--- src/rtl/multi_channel_counter.sv ---
// Bank of independent up/down counters. Each channel has its own terminal compare and its own auto-reload.
// A single shared configuration port loads a channel whenever that channel is not running.
module multi_channel_counter #(
    parameter int WIDTH  = 64,
    parameter int NUM_CH = 4,
    parameter int START  = 10,
    localparam int CH_W  = (NUM_CH > 1) ? $clog2(NUM_CH) : 1
) (
    input  logic                    clk,
    input  logic                    reset,
    input  logic                    cfg_valid,
    output logic                    cfg_ready,
    input  logic [CH_W-1:0]         cfg_ch,
    input  logic [WIDTH-1:0]        cfg_start,
    input  logic [WIDTH-1:0]        cfg_stop,
    input  logic                    cfg_down,
    input  logic                    cfg_wrap,
    input  logic [NUM_CH-1:0]       run_en,
    input  logic [NUM_CH-1:0]       clear,
    output logic [NUM_CH*WIDTH-1:0] count,
    output logic [NUM_CH-1:0]       busy,
    output logic [NUM_CH-1:0]       done,
    output logic [NUM_CH-1:0]       done_pulse
);

    // state | meaning
    // IDLE  | not counting; accepts configuration
    // RUN   | counting while run_en is set; terminal compare active
    // DONE  | one-shot reached stop; count held; accepts configuration
    typedef enum logic [1:0] {
        ST_IDLE = 2'd0,
        ST_RUN  = 2'd1,
        ST_DONE = 2'd2
    } state_t;

    localparam logic [WIDTH-1:0] START_V = WIDTH'(START);

    state_t           r_state     [NUM_CH];
    state_t           w_state_nxt [NUM_CH];
    logic [WIDTH-1:0] r_count     [NUM_CH];
    logic [WIDTH-1:0] w_count_nxt [NUM_CH];
    logic [WIDTH-1:0] r_stop      [NUM_CH];
    logic [WIDTH-1:0] w_stop_nxt  [NUM_CH];
    logic [WIDTH-1:0] r_start     [NUM_CH];
    logic [WIDTH-1:0] w_start_nxt [NUM_CH];
    logic [NUM_CH-1:0] r_down, w_down_nxt;
    logic [NUM_CH-1:0] r_wrap, w_wrap_nxt;
    logic [NUM_CH-1:0] r_pulse, w_pulse_nxt;
    logic [NUM_CH-1:0] w_accept;
    logic              w_ch_in_range;
    logic              w_sel_free;

    // The extra leading bit keeps the compare correct when NUM_CH is a power of two.
    assign w_ch_in_range = ({1'b0, cfg_ch} < (CH_W + 1)'(NUM_CH));

    always_comb begin
        w_sel_free = 1'b0;
        for (int i = 0; i < NUM_CH; i++) begin
            if (cfg_ch == CH_W'(i)) begin
                w_sel_free = (r_state[i] != ST_RUN);
            end
        end
    end

    assign cfg_ready = w_ch_in_range & w_sel_free;

    always_comb begin
        w_accept = '0;
        for (int i = 0; i < NUM_CH; i++) begin
            w_accept[i] = cfg_valid & cfg_ready & (cfg_ch == CH_W'(i));
        end
    end

    always_comb begin
        for (int i = 0; i < NUM_CH; i++) begin
            w_state_nxt[i] = r_state[i];
            w_count_nxt[i] = r_count[i];
            w_stop_nxt[i]  = r_stop[i];
            w_start_nxt[i] = r_start[i];
        end
        w_down_nxt  = r_down;
        w_wrap_nxt  = r_wrap;
        w_pulse_nxt = '0;

        for (int i = 0; i < NUM_CH; i++) begin
            // A load beats a clear on the same edge.
            if (w_accept[i]) begin
                w_state_nxt[i] = ST_RUN;
                w_count_nxt[i] = cfg_start;
                w_start_nxt[i] = cfg_start;
                w_stop_nxt[i]  = cfg_stop;
                w_down_nxt[i]  = cfg_down;
                w_wrap_nxt[i]  = cfg_wrap;
            end else begin
                case (r_state[i])
                    ST_RUN: begin
                        if (clear[i]) begin
                            w_state_nxt[i] = ST_IDLE;
                        end else if (run_en[i]) begin
                            if (r_count[i] == r_stop[i]) begin
                                w_pulse_nxt[i] = 1'b1;
                                if (r_wrap[i]) begin
                                    w_count_nxt[i] = r_start[i];
                                end else begin
                                    w_state_nxt[i] = ST_DONE;
                                end
                            end else if (r_down[i]) begin
                                w_count_nxt[i] = r_count[i] - 1'b1;
                            end else begin
                                w_count_nxt[i] = r_count[i] + 1'b1;
                            end
                        end
                    end
                    ST_DONE: begin
                        if (clear[i]) begin
                            w_state_nxt[i] = ST_IDLE;
                        end
                    end
                    default: ;
                endcase
            end
        end
    end

    always_ff @(posedge clk or posedge reset) begin
        if (reset) begin
            for (int i = 0; i < NUM_CH; i++) begin
                r_state[i] <= ST_IDLE;
                r_count[i] <= START_V;
                r_stop[i]  <= START_V;
                r_start[i] <= START_V;
            end
            r_down  <= '0;
            r_wrap  <= '0;
            r_pulse <= '0;
        end else begin
            for (int i = 0; i < NUM_CH; i++) begin
                r_state[i] <= w_state_nxt[i];
                r_count[i] <= w_count_nxt[i];
                r_stop[i]  <= w_stop_nxt[i];
                r_start[i] <= w_start_nxt[i];
            end
            r_down  <= w_down_nxt;
            r_wrap  <= w_wrap_nxt;
            r_pulse <= w_pulse_nxt;
        end
    end

    for (genvar g = 0; g < NUM_CH; g++) begin : g_out
        assign count[g*WIDTH +: WIDTH] = r_count[g];
        assign busy[g]                 = (r_state[g] == ST_RUN);
        assign done[g]                 = (r_state[g] == ST_DONE);
    end

    assign done_pulse = r_pulse;

endmodule

--- config.mk ---
export PLATFORM = sky130hd
export DESIGN_NAME = multi_channel_counter
export DESIGN_NICKNAME = d
export VERILOG_FILES = /design/src/rtl/multi_channel_counter.sv
export SDC_FILE = /design/constraint.sdc
export NUM_CORES = 2
export LEC_CHECK = 0
export ABC_AREA = 1
export BUFFER_PORTS_ARGS = -buffer_cell sky130_fd_sc_hd__buf_4
export CAP_MARGIN = 20
export CORE_MARGIN = 2
export CORE_UTILIZATION = 47
export CTS_CLUSTER_DIAMETER = 100
export DETAILED_ROUTE_END_ITERATION = 10
export PLACE_DENSITY = 0.64
export SYNTH_ARGS = -nofsm -noshare
export SYNTH_HDL_FRONTEND = slang
export SYNTH_SLANG_ARGS = --single-unit
export TNS_END_PERCENT = 1
--- constraint.sdc ---
create_clock -name clk -period 33.5 [get_ports clk]
set_input_delay 5.025 -clock clk [delete_from_list [all_inputs] [get_ports clk]]
set_output_delay 5.025 -clock clk [all_outputs]
set_load 0.03 [all_outputs]
==> reports/metrics.csv <==
metric,value,unit
clk_skew,0.0392,ns
Synth Area in Compound Gates,6.71,%
status,"complete, no violations",
"commonest non-fill, non-tap cell in the layout",nand2_1,
clock power share,13.9,%
syn nets,10456,
"Hold Vio Cnt, Final",0,
Crit Path Class,input pin to primary output,
NumNets Final,10775,
CP required,28.47,ns
Max Clk Rate,91.7,MHz
CTS tree,yes,
#FFs+latches synth,788,
main combinational cell family by area after synthesis,simple AND/OR/NAND/NOR gates,
area of the multi-input gates,33600,um^2
initial antenna violation count,20,
htree depth,3,
Synth Flop Type,dfrtp_1,
count of input and output buffers,411,
setup violators final,0,
multiplexer share of the synthesized area,0,%
"area leader, netlist",dfrtp_1,
chip width,364,um
Max Slew Vio Count,0,
vias in the first global route,57893,
row count,131,
share of synthesized registers carrying an async set or reset,100,%
CP Launch Type,input pin,
total die area,132000,um^2
min Tclk post-route,10.91,ns
cell area after layout,68500,um^2
"top cells by area, synth","dfrtp_1 31%, nand2_1 26%, inv_1 10%",
post-DP HPWL,207000,um
maximum root-to-sink buffer count,3,
max cap viols,0,
Core ar.,128000,um^2
DR vias,65194,
Pre-Repair DR Iteration Count,6,
LEAKAGE,40.9,nW
Starting Density,47.5,%
chip height,364,um
final cell count without fillers,12201,
internal power,3.45,mW
Synth Instances,10052,
antenna-violating nets left,0,
cts bufs inserted,86,
first-pass GRT wire length,381000,um
setup_tns,0,ns
total track usage,39.6,%
Final Util,53.5,%
"Slowest-stage cell, CP",nor2_2,
slew at the pin with the worst max-slew slack,1.00,ns
pwr/cell area,112,nW/um^2
post-CTS sizing,0,
Crit. End Element,primary output,
Area growth syn-to-layout,12.7,%
grt total ovfl,0,
Placer Congestion,1.02,
worst-path fanout max,5,
Sequential Power Share,25.4,%
total area of sequential cells,19800,um^2
placed cells,12009,
crit path cell chain,buf_4 -> nor2_2 -> nand2_1 -> nand2_1 -> nand2_1 -> nand2_4 -> buf_4,
layout cells sized above 1,6.44,%
Post-Synth Adder-Cell Area,5.42,%
Tcrit/Tclk final,32.6,%
Hold/Removal Path Class,register to register,
YS warnings,0,
Peak supply drop,68.6,uV
Clock Latency Late Sink,0.70,ns
RSZ-0062 raised after global routing,no,
Yosys cell types,39,
"commonest non-fill, non-tap cells in the layout","4214 x nand2_1, 1687 x inv_1, 1017 x nor2_1",
most frequent CP cell,nand2_1,
CP peak stage delay,0.18,ns
"Reg clk slew, reported paths",0.06,ns
switching power,4.25,mW
simple-gate share of the synthesized area,39.9,%
post-synthesis sequential area ratio,32.5,%
sw frac,55.2,%
XOR/XNOR Fraction of Synth Area,3.11,%
CTS Hold Bufs,0,
post-synth top area share,31.4,%
Fillers,13145,
worst rel slew slack,33.3,%
syn avg cell area,6.05,um^2
DP Area,65200,um^2
Post-synth EDFFs,0,
postcts setup bufs,0,
Clk Tree Root Cell,clkbuf_16,
critical path arrival,5.88,ns
DR WL/cell,21.9,um
pin count of the biggest net entering global routing,117,
clock sinks,788,
initial drt markers,7838,
Syn Std Cell Area,60800,um^2
vias per cell,5.34,
remaining routing DRC violations,0,
I/O pins,412,
Total Wirelength,267000,um
Comb pwr share,60.7,%
-- layout make-up --
class | instances | area share [%]
Antenna cell | 29 | 0.106
Clock buffer | 117 | 3.58
Clock inverter | 43 | 1.02
Inverter | 1701 | 9.33
Multi-Input combinational cell | 7342 | 49.0
Sequential cell | 788 | 28.8
Tap cell | 1729 | 3.16
Timing Repair Buffer | 452 | 5.04
-- registers in the layout (all words and copies together), names as in the netlist --
| name | flops |
|---|---|
| done_pulse | 4 |
| r_down | 4 |
| r_start | 256 |
| r_wrap | 4 |
| r_stop | 256 |
| r_state | 8 |
| count | 256 |
-- path summary, 6_finish.rpt --
| check | startpoint | end | slack, ns | depth (start not counted) |
|---|---|---|---|---|
| setup / recovery | cfg_ch[1] | cfg_ready | 22.59 | 7 |
| hold / removal | r_start[67] | r_start[67] | 0.47 | 2 |
| setup reg to reg | r_state[1] | count[68] | 29.18 | 13 |
| hold reg to reg | r_start[67] | r_start[67] | 0.47 | 2 |
| max in group asynchronous | reset | count[53] | 24.86 | 6 |
| min in group asynchronous | reset | count[141] | 4.44 | 2 |
-- per-layer routing --
layer  vias up  global-route usage (%)  wire length (um)
met4        16                    20.6             15000
met2      3102                    55.3            106000
li1      31235                       -                 -
met3       442                    10.8             31900
met1     30399                    55.8            114000
met5         -                       0               120
-- worst max-delay path: cells and delay by family --
| kind | cells | cell delay [ns] |
|---|---|---|
| simple gates | 5 | 0.55 |
| buf+inv | 2 | 0.31 |
-- synthesized netlist by cell type (7+ instances only) --
library cell	number
o21bai_1	35
o21ai_1	21
o21ai_0	452
ha_1	257
nor2_1	1017
nand3b_1	54
nand2_1	4216
a21oi_1	265
a21oi_2	10
and2_1	13
xor2_1	212
clkbuf_1	82
buf_6	18
inv_1	1689
buf_2	101
nand3_1	606
nor3_1	49
nand4_1	86
dfrtp_1	764
buf_4	15
nor4_1	8
dfstp_2	24
inv_2	7
-- cells by family after synthesis --
kind of cell	count (synthesis)
fa+ha+maj	261
compound gates	788
buf+inv	1922
xor+xnor	216
flops	788
simple gates	6077
-- power groups by stage --
stage / Combinational [mW] / Sequential, mW / Clock [mW]
2_1_floorplan: 2.79 / 1.93 / 0
3_3_place_gp: 4.49 / 1.91 / 0
3_5_place_dp: 4.55 / 1.92 / 0
4_1_cts: 4.57 / 1.91 / 1.07
5_1_grt: 5.17 / 1.96 / 1.11
6_report: 4.68 / 1.95 / 1.07
-- through the flow --
stage	setup slack [ns]	hold WS (ns)	total power, mW
2_1_floorplan	6.39	0.439	4.73
3_3_place_gp	22.57	0.455	6.40
3_5_place_dp	22.59	0.459	6.47
4_1_cts	22.58	0.474	7.55
5_1_grt	22.52	0.494	8.24
6_report	22.59	0.474	7.70
Note: power is estimated with default switching activity, not from simulation.
